File: src/rtl/imm_ext_pkg.sv
`default_nettype none
// ============================================================================
// Module      : imm_ext_pkg
// Description : Shared mode encodings and buffer depth for the immediate
//               extension pipeline.
// Revision    : 1.0  initial release
// ============================================================================
package imm_ext_pkg;

    localparam logic [1:0] MODE_SIGN   = 2'b00;
    localparam logic [1:0] MODE_ZERO   = 2'b01;
    localparam logic [1:0] MODE_UPPER  = 2'b10;
    localparam logic [1:0] MODE_BRANCH = 2'b11;

    localparam int BUF_DEPTH = 2;

endpackage
`default_nettype wire

File: src/rtl/imm_ext_core.sv
`default_nettype none
// ============================================================================
// Module      : imm_ext_core
// Description : Combinational IN_W -> OUT_W immediate extender supporting
//               sign, zero, upper-load and branch-offset modes.
// Revision    : 1.0  initial release
// ============================================================================
module imm_ext_core
    import imm_ext_pkg::*;
#(
    parameter int IN_W  = 16,
    parameter int OUT_W = 32
) (
    input  logic [IN_W-1:0]  imm,
    input  logic [1:0]       mode,
    output logic [OUT_W-1:0] ext
);

    logic [OUT_W-1:0] w_sext;

    assign w_sext = {{(OUT_W-IN_W){imm[IN_W-1]}}, imm};

    always_comb begin
        ext = w_sext;
        case (mode)
            MODE_SIGN:   ext = w_sext;
            MODE_ZERO:   ext = {{(OUT_W-IN_W){1'b0}}, imm};
            MODE_UPPER:  ext = {imm, {(OUT_W-IN_W){1'b0}}};
            // Word-aligned branch offset: the top two sign bits fall off.
            MODE_BRANCH: ext = {w_sext[OUT_W-3:0], 2'b00};
        endcase
    end

endmodule
`default_nettype wire

File: src/rtl/imm_extend_pipe.sv
`default_nettype none
// ============================================================================
// Module      : imm_extend_pipe
// Description : Immediate extender followed by a 2-entry valid/ready output
//               buffer. Optional macro IMM_EXT_TAG_EN adds a per-entry tag.
// Revision    : 1.0  initial release
// ============================================================================
module imm_extend_pipe
    import imm_ext_pkg::*;
#(
    parameter int IN_W  = 16,
    parameter int OUT_W = 32,
    parameter int TAG_W = 5
) (
    input  logic              clk,
    input  logic              reset,
    input  logic              in_valid,
    output logic              in_ready,
    input  logic [IN_W-1:0]   imm,
    input  logic [1:0]        mode,
`ifdef IMM_EXT_TAG_EN
    input  logic [TAG_W-1:0]  in_tag,
    output logic [TAG_W-1:0]  out_tag,
`endif
    output logic              out_valid,
    input  logic              out_ready,
    output logic [OUT_W-1:0]  out_imm
);

    localparam int c_ptr_w = $clog2(BUF_DEPTH);
    localparam int c_cnt_w = $clog2(BUF_DEPTH + 1);

    if (IN_W < 2 || OUT_W < IN_W + 2 || TAG_W < 1) begin : g_bad_params
        $error("imm_extend_pipe: illegal IN_W/OUT_W/TAG_W combination");
    end

    logic [OUT_W-1:0]   w_ext;
    logic               w_push;
    logic               w_pop;
    logic [OUT_W-1:0]   r_data [BUF_DEPTH];
    logic [c_ptr_w-1:0] r_wr_ptr;
    logic [c_ptr_w-1:0] r_rd_ptr;
    logic [c_cnt_w-1:0] r_count;

    imm_ext_core #(
        .IN_W  (IN_W),
        .OUT_W (OUT_W)
    ) u_core (
        .imm  (imm),
        .mode (mode),
        .ext  (w_ext)
    );

    // Handshake flags depend only on the registered count.
    assign in_ready  = (r_count != c_cnt_w'(BUF_DEPTH));
    assign out_valid = (r_count != '0);
    assign w_push    = in_valid && in_ready;
    assign w_pop     = out_valid && out_ready;
    assign out_imm   = r_data[r_rd_ptr];

    always_ff @(posedge clk) begin
        if (reset) begin
            r_wr_ptr <= '0;
            r_rd_ptr <= '0;
            r_count  <= '0;
            for (int i = 0; i < BUF_DEPTH; i++) begin
                r_data[i] <= '0;
            end
        end else begin
            if (w_push) begin
                r_data[r_wr_ptr] <= w_ext;
                r_wr_ptr         <= r_wr_ptr + 1'b1;
            end
            if (w_pop) begin
                r_rd_ptr <= r_rd_ptr + 1'b1;
            end
            case ({w_push, w_pop})
                2'b10:   r_count <= r_count + 1'b1;
                2'b01:   r_count <= r_count - 1'b1;
                default: r_count <= r_count;
            endcase
        end
    end

`ifdef IMM_EXT_TAG_EN
    logic [TAG_W-1:0] r_tag [BUF_DEPTH];

    assign out_tag = r_tag[r_rd_ptr];

    always_ff @(posedge clk) begin
        if (reset) begin
            for (int i = 0; i < BUF_DEPTH; i++) begin
                r_tag[i] <= '0;
            end
        end else if (w_push) begin
            r_tag[r_wr_ptr] <= in_tag;
        end
    end
`endif

endmodule
`default_nettype wire

File: config.mk
export PLATFORM = sky130hd
export DESIGN_NAME = imm_extend_pipe
export DESIGN_NICKNAME = d
export VERILOG_FILES = /design/src/rtl/imm_ext_pkg.sv /design/src/rtl/imm_ext_core.sv /design/src/rtl/imm_extend_pipe.sv
export SDC_FILE = /design/constraint.sdc
export NUM_CORES = 1
export LEC_CHECK = 0
export ABC_AREA = 1
export CAP_MARGIN = 20
export CORE_MARGIN = 4
export CORE_UTILIZATION = 30
export CTS_BUF_LIST = sky130_fd_sc_hd__clkbuf_8
export CTS_CLUSTER_DIAMETER = 50
export DETAILED_ROUTE_END_ITERATION = 10
export SLEW_MARGIN = 20
export SYNTH_ARGS = -nofsm -noshare
export SYNTH_HDL_FRONTEND = slang
export SYNTH_SLANG_ARGS = --single-unit
File: constraint.sdc
create_clock -name clk -period 5.7 [get_ports clk]
set_clock_uncertainty 0.05 [all_clocks]
set_input_delay 1.14 -clock clk [delete_from_list [all_inputs] [get_ports clk]]
set_output_delay 1.14 -clock clk [all_outputs]
set_load 0.01 [all_outputs]
==> impl_results.md, run 1 <==
- Root buffer cell: clkbuf_8
- Power per cell area: 319.6 mW/mm^2
- Kind of critical path: register to output port
- PnR Total Power: 1.397 mW
- Status: finished, final reports clean
- Diodes inserted: 0
- Postcts setup bufs: 0
- CP top delay family: buffers and inverters
- All-Layer GR Usage: 11.97%
- Clk buf depth: 2
- Pin count of the biggest net entering global routing: 35
- Post_cts resized: 0
- Syn_area_per_cell: 10.02 um^2
- Post-synthesis register bit count: 69
- Iteration-0 DRC count of the detailed router: 130
- Gr ovfl total: 0
- Core area: 0.01142 mm^2
- CP Cell Sequence: buf_4 -> mux2_2 -> clkdlybuf4s50_1
- Slew @ Worst Pin: 676.4 ps
- Die H: 116.1 um
- Post-synthesis mux area share: 10.28%
- Synth warn: 0
- Commonest cells after routing, fill and taps aside: 77 x nor2_1, 68 x inv_1, 64 x edfxtp_1
- Pre-antenna DRT Iters: 4
- Min-Delay Path Class: register to register
- WP buf/inv: 2
- Hold_buf cts: 0
- Fin util: 38.29%
- TritonCTS clock tree: yes
- Initial antenna violation count: 0
- Critical Path AT: 1940 ps
- Nets: 427
- Port Buffers: 55
- Worst-Skew Late Latency: 340 ps
- Main combinational cell family by area after synthesis: simple AND/OR/NAND/NOR gates
- Ports: 56
- Fin Setup TNS: 0 ps
- Via count: 2422
- Slowest CP cell: clkdlybuf4s50_1
- Largest stage delay, worst path: 490 ps
- Die ar.: 0.01348 mm^2
- Area Growth Syn to Fin: 24.70%
- Critical Path Source Type: register
- Compound-Gate Fraction of Synth Area: 3.319%
- Peak supply drop: 141.1 uV
- Most common cell after layout, fill and taps aside: nor2_1
- DR vias/cell: 4.388
- First-pass GRT wire length: 12280 um
- Leak Pwr: 1.891 nW
- Critical Path End Type: output port
- Die extent in x: 116.1 um
- Post-Synth Simple-Gate Area: 17.95%
- Post-DR wirelength/cell: 14.09 um
- # fillers: 1147
- Synth Area in XOR/XNOR: 0%
- Post-synth cell types: 26
- Multi-input gate area: 0.001119 mm^2
- FMAX: 0.3191 GHz
- Clock sinks: 69
- Final Slew Violations: 0
- Slew headroom: 54.85%
- Share of layout cells above drive strength 1: 17.36%
- Crit Path Max Fanout: 32
- H-Tree Depth: 3
- Initial Util: 30.70%
- DP HPWL: 5535 um
- Final min period: 3134 ps
- Post-Synth Adder-Cell Area: 0.3569%
- Clk slew on worst S/H paths: 70 ps
- Post-route ant nets: 0
- Syn Nets: 373
- Post-Syn Instances: 350
- Num CTS Buffers: 9
- Final Setup Violations: 0
- WL final: 7780 um
- GPL Wtd Cong: 0.7551
- Fin crit share: 54.97%
- Drc violations: 0
- Storage cell area: 0.002022 mm^2
- Register area share after synthesis: 57.67%
- Hold Fails Final Rpt: 0
- Vias in the first global route: 2504
- Max Cap Violations: 0
- RSZ-0062 raised after global routing: no
- CP required: 4510 ps
- Row Count: 39
- Post-Syn Area: 0.003506 mm^2
## Yosys cell counts, drive strengths merged
cell type | n | area [um^2]
nand4 | 1 | 6.260
nand2 | 51 | 216.5
a21oi | 1 | 5.000
inv | 70 | 267.8
a21boi | 1 | 11.26
o21ai | 5 | 25.02
o22ai | 12 | 75.07
buf | 14 | 93.83
mux2 | 32 | 360.3
edfxtp | 64 | 1922
ha | 1 | 12.51
nand3 | 4 | 30.03
dfxtp | 5 | 100.1
nor2 | 88 | 376.6
clkbuf | 1 | 3.750
## through the flow
stage / instance area, um^2 / hold slack [ps] / setup slack, ps / cells
2_1_floorplan: 3506 / 414.8 / 2793 / 350
3_3_place_gp: 4160 / 434.5 / 2259 / 536
3_5_place_dp: 4160 / 447.9 / 2220 / 536
4_1_cts: 4372 / 469.5 / 2529 / 552
5_1_grt: 4372 / 549.6 / 2405 / 552
6_report: 4372 / 468.6 / 2566 / 552
## worst paths after layout
path,start,cells past startpoint,end,slack [ps]
hold reg to reg,r_rd_ptr,2,register,470
hold / removal,r_rd_ptr,2,register,470
setup / recovery,register,3,out_imm[12],2570
setup reg to reg,r_count[0],5,r_data[0][16],3500
## where the power goes
group          leakage (nW)  internal, mW  switching (mW)
Clock                 0.110         0.236           0.179
Sequential            0.711         0.609          0.0173
Combinational          1.07         0.175           0.180
Total                  1.89          1.02           0.377
## cell families after synthesis
logic type               count (synthesis)
AND/OR/NAND/NOR                        144
buffers and inverters                   85
flip-flops                              69
multiplexers                            32
AO/OA/AOI/OAI                           19
adder cells (fa/ha/maj)                  1
## registers in the layout, indices dropped and copies added (netlist names), named ones only
register and flops:
r_count 2, r_data 64, r_rd_ptr 1, r_wr_ptr 1
## routing by layer
layer / part of all wire, % / GRT usage (%) / vias up / wire length (um)
met5: 0 / 0 / - / 0
met4: 1.8 / 5.259 / 0 / 143
met3: 6.8 / 3.212 / 12 / 526
met2: 47 / 19.33 / 75 / 3679
met1: 44 / 15.14 / 1119 / 3430
li1: - / - / 1216 / -
## worst reg2reg max path: stages (launching register included)
cell and delay, ps:
dfxtp_1 380, inv_2 90, a21boi_2 150, nand3_2 530
nand2_1 220, buf_4 400
## cell type report
| class | count | area share [%] |
|---|---|---|
| inverters | 70 | 6.125 |
| clock buffers | 12 | 3.778 |
| repair buffers | 58 | 13.11 |
| well taps | 143 | 4.093 |
| multi-input cells | 196 | 25.59 |
| flip-flops and latches | 69 | 46.25 |
| clock inverters | 4 | 1.059 |
Power figures use the tool's default switching activity.
==> inputs of run 2 (changes only) <==
==> constraint.sdc (replaced) <==
create_clock -name clk -period 3 [get_ports clk]
set_clock_uncertainty 0.05 [all_clocks]
set_input_delay 0.6 -clock clk [delete_from_list [all_inputs] [get_ports clk]]
set_output_delay 0.6 -clock clk [all_outputs]
set_load 0.01 [all_outputs]
==> impl_results.md, run 2 (synthesis gave the netlist of run 1 again) <==
- Postcts setup bufs: 0 (unchanged)
- CP top delay family: buffers and inverters
- Crit Path Max Fanout: 32 (unchanged)
- Reg2Reg Depth: 7 (+2)
- Core area: 0.01142 mm^2 (unchanged)
- Max reg flops: 64 (unchanged)
- FMAX: 0.3817 GHz
- Die ar.: 0.01348 mm^2 (unchanged)
- Pre-antenna DRT Iters: 4 (unchanged)
- Share of layout cells above drive strength 1: 17.23% (-0.13 points)
- Top reg by flops: r_data
- Critical Path Source Type: register
- Nets: 430 (+0.70%)
- Fin crit share: 87.32%
- H-Tree Depth: 3 (unchanged)
- Num CTS Buffers: 9 (unchanged)
- Initial Util: 30.70% (unchanged)
- Clock sinks: 69 (unchanged)
- DP HPWL: 5616 um (+1.5%)
- Iteration-0 DRC count of the detailed router: 124 (-4.6%)
- RSZ-0062 raised after global routing: no
- Port Buffers: 55 (unchanged)
- Post_cts resized: 0 (unchanged)
- Gr ovfl total: 0 (unchanged)
- Final min period: 2620 ps
- Row Count: 39 (unchanged)
- Commonest cells after routing, fill and taps aside: 77 x nor2_1, 71 x inv_1, 64 x edfxtp_1
- Kind of critical path: register to output port
- All-Layer GR Usage: 12.12% (+0.15 points)
- WP buf/inv: 2 (unchanged)
- Leak Pwr: 1.906 nW (+0.81%)
- DR vias/cell: 4.488 (+2.3%)
- Pin count of the biggest net entering global routing: 34 (-2.9%)
- CP required: 2350 ps (-2160 ps)
- Drc violations: 0 (unchanged)
- Slowest CP cell: clkdlybuf4s50_1
- Post-DR wirelength/cell: 14.18 um (+0.60%)
- Final Slew Violations: 0 (unchanged)
- Ports: 56 (unchanged)
- Post-route ant nets: 0 (unchanged)
- Initial antenna violation count: 0 (unchanged)
- Min-Delay Path Class: register to register
- Vias in the first global route: 2428 (-3.0%)
- Root buffer cell: clkbuf_8
- GPL Wtd Cong: 0.8851 (+17%)
- First-pass GRT wire length: 12260 um (-0.11%)
- TritonCTS clock tree: yes
- Die H: 116.1 um (unchanged)
- Max Cap Violations: 0 (unchanged)
- Slew headroom: 69.79% (+15 points)
- Largest stage delay, worst path: 490 ps (about the same)
- PnR Total Power: 2.596 mW (+86%)
- Hold Fails Final Rpt: 0 (unchanged)
- Worst hold margin: 453.8 ps (-14.87 ps)
- Largest registers: r_data x64, r_count x2
- Most common cell after layout, fill and taps aside: nor2_1
- Critical Path End Type: output port
- WL final: 7869 um (+1.1%)
- Power per cell area: 594.0 mW/mm^2 (+86%)
- Worst-Skew Late Latency: 340 ps (about the same)
- Clk buf depth: 2 (unchanged)
- Fin Setup TNS: 0 ps (unchanged)
- CP Cell Sequence: buf_4 -> mux2_2 -> clkdlybuf4s50_1
- R2R setup slack: 1200 ps (-2300 ps)
- Status: finished, final reports clean
- Crit path depth: 3 (unchanged)
- Hold path depth: 2 (unchanged)
- Diodes inserted: 0 (unchanged)
- Die extent in x: 116.1 um (unchanged)
- Slew @ Worst Pin: 453.1 ps (-223.3 ps)
- Peak supply drop: 200.3 uV (+42%)
- Critical Path AT: 1970 ps (+30 ps)
- Clk slew on worst S/H paths: 60 ps (about the same)
- Via count: 2491 (+2.8%)
- Final Setup Violations: 0 (unchanged)
- Area Growth Syn to Fin: 24.66% (about the same)
- Hold_buf cts: 0 (unchanged)
-- run 2: cell count changes in the layout (fill, tap and decap cells not counted) --
cell | before | now
clkinvlp_4 | 1 | 0
inv_1 | 68 | 71
clkbuf_8 | 12 | 10
buf_4 | 3 | 6
-- run 2: through the flow --
stage	setup WS, ps	instances	cell area, um^2	util (%)
3_3_place_gp	504.5	539	4183	36.63
2_1_floorplan	633.2	350	3506	-
6_report	380.3	555	4370	38.28
5_1_grt	317.2	555	4370	38.28
4_1_cts	370.2	555	4370	38.28
3_5_place_dp	438.6	539	4183	36.63
-- run 2: report_power, final --
| group | internal [mW] | leakage (nW) | total [mW] | switching (mW) |
|---|---|---|---|---|
| combinational | 0.337 | 1.08 | 0.684 | 0.347 |
| sequential | 1.16 | 0.711 | 1.19 | 0.0311 |
| clock | 0.393 | 0.111 | 0.723 | 0.330 |
| total | 1.89 | 1.91 | 2.60 | 0.708 |
-- run 2: final cells by class --
cell class	instances	area, um^2
inverters	70	267.8
multi-input cells	196	1119
repair buffers	61	595.6
well taps	143	178.9
clock buffers	10	137.6
fillers	1134	7048
flip-flops and latches	69	2022
clock inverters	6	50.05
-- run 2: worst paths after layout --
path | start | to
setup / recovery | register | out_imm[11]
hold / removal | r_rd_ptr | r_rd_ptr
setup reg to reg | r_count[0] | r_data[1][4]
hold reg to reg | r_rd_ptr | r_rd_ptr
-- run 2: worst reg2reg max path, stage by stage, from the launching register on --
cell,delay [ps]
dfxtp_1,380
inv_2,90
nand2_2,90
nand2_4,70
nor2_8,240
inv_4,170
nand2_1,120
buf_4,270
-- run 2: metal layers --
metal / part of all wire, % / vias up / global-route usage [%]
met3: 5.9 / 15 / 3.109
met2: 45 / 80 / 18.18
met5: 0 / - / 0
li1: - / 1219 / -
met1: 46 / 1177 / 16.38
met4: 2.1 / 0 / 5.878
